File: config.mk
export PLATFORM = sky130hd
export DESIGN_NAME = ultrasonic_echo_responder_flat
export DESIGN_NICKNAME = d
export VERILOG_FILES = /design/src/rtl/ultrasonic_echo_responder_if.sv /design/src/rtl/ultrasonic_echo_responder.sv /design/src/flat_wrapper.sv
export SDC_FILE = /design/constraint.sdc
export NUM_CORES = 1
export LEC_CHECK = 0
export ABC_AREA = 1
export CORE_ASPECT_RATIO = 1.25
export CORE_UTILIZATION = 50
export DETAILED_ROUTE_END_ITERATION = 8
export DONT_BUFFER_PORTS = 1
export GPL_TIMING_DRIVEN = 0
export REMOVE_ABC_BUFFERS = 1
export SLEW_MARGIN = 40
export SYNTH_ARGS = -nofsm -noshare
export SYNTH_HDL_FRONTEND = slang
export SYNTH_SLANG_ARGS = --single-unit
File: constraint.sdc
create_clock -name clk -period 5.7 [get_ports clk]
set_input_delay 0.57 -clock clk [delete_from_list [all_inputs] [get_ports clk]]
set_output_delay 0.57 -clock clk [all_outputs]
set_load 0.03 [all_outputs]
File: src/rtl/ultrasonic_echo_responder_if.sv
// Ranging handshake bundle between an initiator (master) and the echo responder (slave).
interface ultrasonic_echo_responder_if #(
  parameter int CM_W = 9
);
  logic            trigger;
  logic [CM_W-1:0] distance_cm;
  logic            echo;
  logic            busy;
  logic            short_trig;

  modport master (output trigger, output distance_cm, input echo, input busy, input short_trig);
  modport slave  (input trigger, input distance_cm, output echo, output busy, output short_trig);
endinterface

File: src/rtl/ultrasonic_echo_responder.sv
// Ultrasonic sensor stand-in: answers a trigger with an echo pulse whose width encodes distance_cm.
// Define ECHO_JITTER_EN to add 0-7 us of LFSR noise to each echo width.
//
// state     | meaning
// IDLE      | waiting for a synchronized trigger rise
// TRIG_HIGH | measuring trigger high time
// BURST     | modelled acoustic burst delay, busy high
// ECHO      | echo high for the latched width
// HOLDOFF   | dead time, triggers ignored
module ultrasonic_echo_responder #(
  parameter int CLKS_PER_US    = 100,
  parameter int MIN_TRIG_US    = 10,
  parameter int BURST_DELAY_US = 250,
  parameter int US_PER_CM      = 58,
  parameter int MAX_ECHO_US    = 38000,
  parameter int HOLDOFF_US     = 60000,
  parameter int CM_W           = 9
) (
  input  logic clk,
  input  logic rst,
  ultrasonic_echo_responder_if.slave bus
);

  localparam int TRIG_CLKS = MIN_TRIG_US * CLKS_PER_US;
  localparam int HW        = $clog2(TRIG_CLKS + 1);
  localparam int PW        = $clog2(CLKS_PER_US + 1);
  localparam int ECHO_TOP  = MAX_ECHO_US + 7;
  localparam int UMAX      = (ECHO_TOP > HOLDOFF_US)
                             ? ((ECHO_TOP > BURST_DELAY_US) ? ECHO_TOP : BURST_DELAY_US)
                             : ((HOLDOFF_US > BURST_DELAY_US) ? HOLDOFF_US : BURST_DELAY_US);
  localparam int UW        = $clog2(UMAX + 1);

  typedef enum logic [2:0] {IDLE, TRIG_HIGH, BURST, ECHO, HOLDOFF} state_t;

  state_t          state, state_nxt;
  logic            trig_s1, trig_s2, trig_d;
  logic            rise, fall;
  logic [HW-1:0]   hi_cnt;
  logic [PW-1:0]   presc;
  logic [UW-1:0]   us_left, width_us, load_us;
  logic [31:0]     prod;
  logic [UW-1:0]   w_clamp, w_full;
  logic            phase_done, accept, short_nxt, short_q, echo_c, busy_c;

  assign rise       = trig_s2 & ~trig_d;
  assign fall       = ~trig_s2 & trig_d;
  assign phase_done = (presc == '0) && (us_left == '0);

  // Product kept at 32 bits so large distances clamp instead of wrapping.
  assign prod    = 32'(bus.distance_cm) * 32'(US_PER_CM);
  assign w_clamp = ((bus.distance_cm == '0) || (prod > 32'(MAX_ECHO_US)))
                   ? UW'(MAX_ECHO_US) : prod[UW-1:0];

`ifdef ECHO_JITTER_EN
  logic [15:0] lfsr;
  assign w_full = w_clamp + UW'(lfsr[2:0]);

  always_ff @(posedge clk or posedge rst) begin
    if (rst)         lfsr <= 16'hACE1;
    else if (accept) lfsr <= {lfsr[14:0], lfsr[15] ^ lfsr[13] ^ lfsr[12] ^ lfsr[10]};
  end
`else
  assign w_full = w_clamp;
`endif

  always_comb begin
    state_nxt = state;
    accept    = 1'b0;
    short_nxt = 1'b0;
    echo_c    = 1'b0;
    busy_c    = 1'b0;
    case (state)
      IDLE:      if (rise) state_nxt = TRIG_HIGH;
      TRIG_HIGH: if (fall) begin
                   if (hi_cnt == HW'(TRIG_CLKS)) begin
                     accept    = 1'b1;
                     state_nxt = BURST;
                   end else begin
                     short_nxt = 1'b1;
                     state_nxt = IDLE;
                   end
                 end
      BURST:     begin busy_c = 1'b1; if (phase_done) state_nxt = ECHO; end
      ECHO:      begin busy_c = 1'b1; echo_c = 1'b1; if (phase_done) state_nxt = HOLDOFF; end
      HOLDOFF:   begin busy_c = 1'b1; if (phase_done) state_nxt = IDLE; end
      default:   state_nxt = IDLE;
    endcase
  end

  always_comb begin
    load_us = '0;
    case (state_nxt)
      BURST:   load_us = UW'(BURST_DELAY_US - 1);
      ECHO:    load_us = width_us - UW'(1);
      HOLDOFF: load_us = UW'(HOLDOFF_US - 1);
      default: load_us = '0;
    endcase
  end

  always_ff @(posedge clk or posedge rst) begin
    if (rst) begin
      trig_s1  <= 1'b0;
      trig_s2  <= 1'b0;
      trig_d   <= 1'b0;
      state    <= IDLE;
      short_q  <= 1'b0;
      hi_cnt   <= '0;
      width_us <= '0;
      presc    <= '0;
      us_left  <= '0;
    end else begin
      trig_s1 <= bus.trigger;
      trig_s2 <= trig_s1;
      trig_d  <= trig_s2;
      state   <= state_nxt;
      short_q <= short_nxt;
      // The rise-detect cycle already saw trigger high, so it counts as the first clock.
      if (state == IDLE && rise)
        hi_cnt <= HW'(1);
      else if (state == TRIG_HIGH && trig_s2 && hi_cnt != HW'(TRIG_CLKS))
        hi_cnt <= hi_cnt + HW'(1);
      if (accept) width_us <= w_full;
      if (state_nxt != state) begin
        presc   <= PW'(CLKS_PER_US - 1);
        us_left <= load_us;
      end else if (presc == '0) begin
        presc <= PW'(CLKS_PER_US - 1);
        if (us_left != '0) us_left <= us_left - UW'(1);
      end else begin
        presc <= presc - PW'(1);
      end
    end
  end

  assign bus.echo       = echo_c;
  assign bus.busy       = busy_c;
  assign bus.short_trig = short_q;

endmodule

File: src/flat_wrapper.sv
// flat-port wrapper written by rule: the top's interface ports become plain ports
module ultrasonic_echo_responder_flat 
#(
  parameter int CLKS_PER_US    = 100,
  parameter int MIN_TRIG_US    = 10,
  parameter int BURST_DELAY_US = 250,
  parameter int US_PER_CM      = 58,
  parameter int MAX_ECHO_US    = 38000,
  parameter int HOLDOFF_US     = 60000,
  parameter int CM_W           = 9
)
  (clk, rst, bus_trigger, bus_distance_cm, bus_echo, bus_busy, bus_short_trig);
  ultrasonic_echo_responder_if #(.CM_W(CM_W)) bus_i ();
  input  logic clk;
  input  logic rst;
  input wire logic [$bits(bus_i.trigger)-1:0] bus_trigger;
  input wire logic [$bits(bus_i.distance_cm)-1:0] bus_distance_cm;
  output wire logic [$bits(bus_i.echo)-1:0] bus_echo;
  output wire logic [$bits(bus_i.busy)-1:0] bus_busy;
  output wire logic [$bits(bus_i.short_trig)-1:0] bus_short_trig;
  assign bus_i.trigger = bus_trigger;
  assign bus_i.distance_cm = bus_distance_cm;
  assign bus_echo = bus_i.echo;
  assign bus_busy = bus_i.busy;
  assign bus_short_trig = bus_i.short_trig;
  ultrasonic_echo_responder #(.CLKS_PER_US(CLKS_PER_US), .MIN_TRIG_US(MIN_TRIG_US), .BURST_DELAY_US(BURST_DELAY_US), .US_PER_CM(US_PER_CM), .MAX_ECHO_US(MAX_ECHO_US), .HOLDOFF_US(HOLDOFF_US), .CM_W(CM_W)) u_core (.clk(clk), .rst(rst), .bus(bus_i));
endmodule
Word level (Yosys, flattened, before mapping)
Index checks and enable logic that the tools add are counted.

$add $sub $neg: 4. $mul: 1. Divide/modulo/power cells: 0. Order comparisons: 1. Eq/ne operators: 10. Shift operators: 0. Mux-type cells: 24. Bitwise operators: 4. Reductions and logical operators: 15.

Operator list (number): 2-to-1 mux 16 bit (4); one-hot mux 16 bit (3 select lines) (1); subtractor 16 x 1 -> 16 bit (second input constant) (2); 2-to-1 mux 10 bit (2); > comparator 15 x 16 -> 1 bit (second input constant) (1); zero test 16 bit (1); nonzero test 16 bit (1); 2-to-1 mux 3 bit (5); one-hot mux 3 bit (5 select lines) (1); multiplier 9 x 5 -> 14 bit (second input constant) (1); 2-to-1 mux 7 bit (2); equality test 3 x 2 -> 1 bit (second input constant) (4); adder 10 x 1 -> 10 bit (second input constant) (1); equality test 10 bit (second input constant) (1); != test 10 bit (second input constant) (1); zero test 9 bit (1); 2-to-1 mux 1 bit (8); zero test 7 bit (1); subtractor 7 x 1 -> 7 bit (second input constant) (1); equality test 3 bit (second input constant) (2); nonzero test 2 bit (3); logical AND 1 bit (4); equality test 3 x 1 -> 1 bit (second input constant) (1); zero test 3 bit (1); other kinds (7) (9).

Flip-flop bits (word level): 56. Bits in latches: 0. Memory bits (writable): 0. Bits in read-only memories: 0. Bits of input ports: 12. Output and inout port bits: 3. Logic and storage cells: 68. Memories: 0.

Logic depth before layout (Yosys ltp)
Depth after elaboration: 7. Depth in mapped cells: 15. Gate-level depth less buffers: 15.

Worst setup path before layout
Ideal clock, no wire load.

Path type: input port to flip-flop. Start: input bus_distance_cm[2]. End: register u_core.width_us[12]. Setup time: 124 ps. Arrival time: 3195 ps. Slack: 2381 ps. Cell stages on the path: 15. Path through: inv_1 -> fa_1 -> inv_1 -> ha_1 -> inv_1 -> fa_1 -> inv_1 -> ha_1 -> a21oi_1 -> o21ai_0 -> a21oi_1 -> nor2_1 -> nor2_1 -> xor2_1 -> a21oi_1.

Cells in the longest elaborated chain, start to end: 4.

Ends and longest elaborated chain: from (decl) (line flat_wrapper.sv:17) `input wire logic [$bits(bus_i.distance_cm)-1:0] bus_distance_cm;`; multiplier 9 x 5 -> 14 bit (line ultrasonic_echo_responder.sv:50) `assign prod = 32'(bus.distance_cm) * 32'(US_PER_CM);`; > comparator 15 x 16 -> 1 bit (line ultrasonic_echo_responder.sv:51) `assign w_clamp = ((bus.distance_cm == '0) || (prod > 32'(MAX_ECHO_US)))`; logical OR 1 bit (line ultrasonic_echo_responder.sv:51); 2-to-1 mux 16 bit (*) (line ultrasonic_echo_responder.sv:52) `? UW'(MAX_ECHO_US) : prod[UW-1:0];`; to (signal assigned) (line ultrasonic_echo_responder.sv:122) `if (accept) width_us <= w_full;`; to (decl) (line ultrasonic_echo_responder.sv:40) `logic [UW-1:0] us_left, width_us, load_us;`.

Mark *: on every way between the ends. The rest lies on a longest branch, timed or not. A chain may end at the register's enable or synchronous reset.

Worst setup path in the final report
Same ends and word-level chain as after synthesis.

==> impl_metrics.toml <==
[outcome]
outcome = "finished clean"

[timing]
fin_crit_sh_pct = 56.2
finalHoldViolCount = 0
finalSetupViolCount = 0
timing.max_slew.rel_slack_pct = 45.0
worst_pin_slew_ns = 0.822
max_freq_ghz = 0.312
finalWorstPathRequiredPeriod_ns = 3.20
timing_max_transition_violations_final = 0
timing.setup.tns_ns = 0
final.setup.worst_slack_ns = 2.50
fin_skew_ns = 0.0182
grt_setup_unrepaired = "false"

[worst_setup_path]
timing_worst_setup_path_type = "input pin to flip-flop"
category_of_cells_accounting_for_the_largest_share_of_critical_path_delay = "adder cells"
worstReg2RegStart = "u_core.us_left[0]"
worst_ep_arrival_time_ns = 3.41
crit_top_cell = "sky130_fd_sc_hd__inv_1"
crit_path_cells = "inv_1 > fa_1 > inv_1 > ha_1 > inv_1 > fa_1 > inv_1 > ha_1 > a21oi_1 > o21ai_0 > a21oi_1 > nor2_1 > nor2_1 > xor2_1 > a21oi_1"
cp_slowest_stage_delay_ns = 0.56
worst_setup_path_end_kind = "flip-flop"
worst_path_max_delay_cell = "sky130_fd_sc_hd__fa_1"
crit_path_start = "bus_distance_cm[2]"
cp.required_ns = 5.90
startpoint_types = "input pin"
critPathBufInv = 4
path_max_fanout = 6

[die]
core_area_mm2 = 0.00838
placementRows = 37
die_area_mm2 = 0.00920
die-height_um = 107
initial_utilization_pct = 52.6
ios = 15
die-width_um = 86.0

[place]
place_worst_setup_slack_ns = 2.13
dp_hpwl_um = 7050
io_buffers = 0
gp_congestion = 0.840

[power]
power-per-cell-area_mw_per_mm2 = 250
cellLeakagePower_nw = 2.44
vdd_ir_drop_max_mv = 0.0935

[route]
route.detailed.vias_per_inst = 4.98
post-route-drc-count = 0
wl_per_cell_um = 12.6
via_count = 3471
route.antenna.remaining_nets = 0
detail_route.iter0.violations = 115
routed_wl_um = 8760
drt_first_pass_iters = 4

[grt]
grt_remaining_overflow = 0
grt.total_usage_pct = 22.0
grt_pass1_vias = 3549
grt_pass1_wl_um = 16000
grt_start_max_net_pins = 32
initial_antenna_violation_count = 0

[synth]
post_synth_num_cell_types = 40
yosysWarnings = 0
synth.top_cells.by_area = "sky130_fd_sc_hd__dfrtp_1, sky130_fd_sc_hd__ha_1, sky130_fd_sc_hd__nand2_1"
netlist_instances = 577
synthesis.area_per_instance_um2 = 7.64
synthesis.area_mm2 = 0.00441
post_synthesis_sequential_element_count = 55
post_synth_top_area_share_pct = 31.2
yosysTopAreaCell = "sky130_fd_sc_hd__dfrtp_1"
synth.yosys.seq_area_share_pct = 31.2

[finish]
antennaDiodeCount = 0
layout.cells.most_common_list = "sky130_fd_sc_hd__nand2_1, sky130_fd_sc_hd__inv_1, sky130_fd_sc_hd__nor2_1, sky130_fd_sc_hd__dfrtp_1, sky130_fd_sc_hd__ha_1"
layout.nets = 642
post_route_cells_drive_above_1_share_pct = 6.90
area_growth_pct = 5.22
final_common_cell = "sky130_fd_sc_hd__nand2_1"

[clock_network]
cts_tree = "yes"
post_cts_buffers = 0
cts.htree.levels = 2
clkSlewWorstSetupHoldPaths_ns = 0.11
clkSinkCount = 55
postCtsHoldBufs = 0
clock_latency_at_the_later_pin_of_the_worst_skew_pair_ns = 0.33
number_of_buffers_added_by_the_clock_tree_synthesis_step = 5
cts_root_buffer = "sky130_fd_sc_hd__clkbuf_8"
clock_tree.buffer_depth = 2
cts_repair_resize_count = 0

[hold_path]
min-delay-path-class = "input pin to asynchronous set/reset pin"

[job]
max_cap_violations = 0
[registers in the layout (all words and copies together), names as in the netlist]
register and cells:
u_core.bus.short_trig 1, u_core.us_left 16, u_core.trig_d 1, u_core.width_us 15
u_core.hi_cnt 10, u_core.trig_s2 1, u_core.presc 7, u_core.state 3
u_core.trig_s1 1
[cell type report]
| cell class | count | area (µm²) |
|---|---|---|
| sequential | 55 | 1380 |
| tap | 117 | 146 |
| fill | 846 | 3740 |
| timing repair buffer | 1 | 20.0 |
| clock inverter | 3 | 22.5 |
| inverter | 96 | 363 |
| multi-input combinational | 420 | 2640 |
| clock buffer | 5 | 68.8 |
[final timing paths]
kind	end	slack (ns)	cells after the start
max	u_core.width_us[12]	2.50	15
min	u_core.presc[4]	0.07	1
max reg2reg	u_core.us_left[6]	3.11	10
min reg2reg	u_core.trig_s2	0.37	0
max in group asynchronous	u_core.width_us[11]	5.15	2
min in group clk	u_core.trig_s1	0.26	0
[cell families after synthesis]
| logic type | share of synthesized area [%] |
|---|---|
| adders and majority gates | 16.7 |
| xor gates and xnor gates | 6.16 |
| and+or+nand+nor | 29.0 |
| DFF | 31.2 |
| buffers and inverters | 9.03 |
| AOI/OAI and AO/OA | 7.92 |
[synthesized netlist by cell type (all sizes together)]
cell type / n
a21oi: 19
or2: 3
o21bai: 1
a22oi: 1
nand3: 36
a22o: 1
o211ai: 4
o21ai: 28
o22ai: 6
nand3b: 1
nand2: 130
a32oi: 1
inv: 95
fa: 13
clkbuf: 1
nor3: 11
xnor2: 7
ha: 38
buf: 5
clkinv: 1
nor2: 79
dfrtp: 55
xor2: 24
nand4: 16
a31oi: 1
[metal layers]
metal,part of all wire (%),track usage (%)
met5,0,0
met4,1.1,5.95
met3,2.1,3.00
met2,52,41.3
met1,44,25.8
[through the flow]
stage,power [W],cell area [µm²],utilization [%],instances,hold WS [ns]
detailed placement,0.000938,4550,54.2,689,0.342
global route,0.00127,4640,55.3,697,0.0785
CTS,0.00117,4640,55.3,697,0.0788
global placement,0.000931,4520,53.9,688,0.333
finish,0.00116,4640,55.3,697,0.0656
floorplan,0.000850,4370,-,571,0.331
[power by group]
group / leakage (nW) / internal, W / switching, W
clock network: 0.0485 / 0.0000885 / 0.000142
registers: 0.654 / 0.000434 / 0.0000398
logic: 1.74 / 0.000179 / 0.000275
total: 2.44 / 0.000701 / 0.000457
Power figures use the tool's default switching activity.
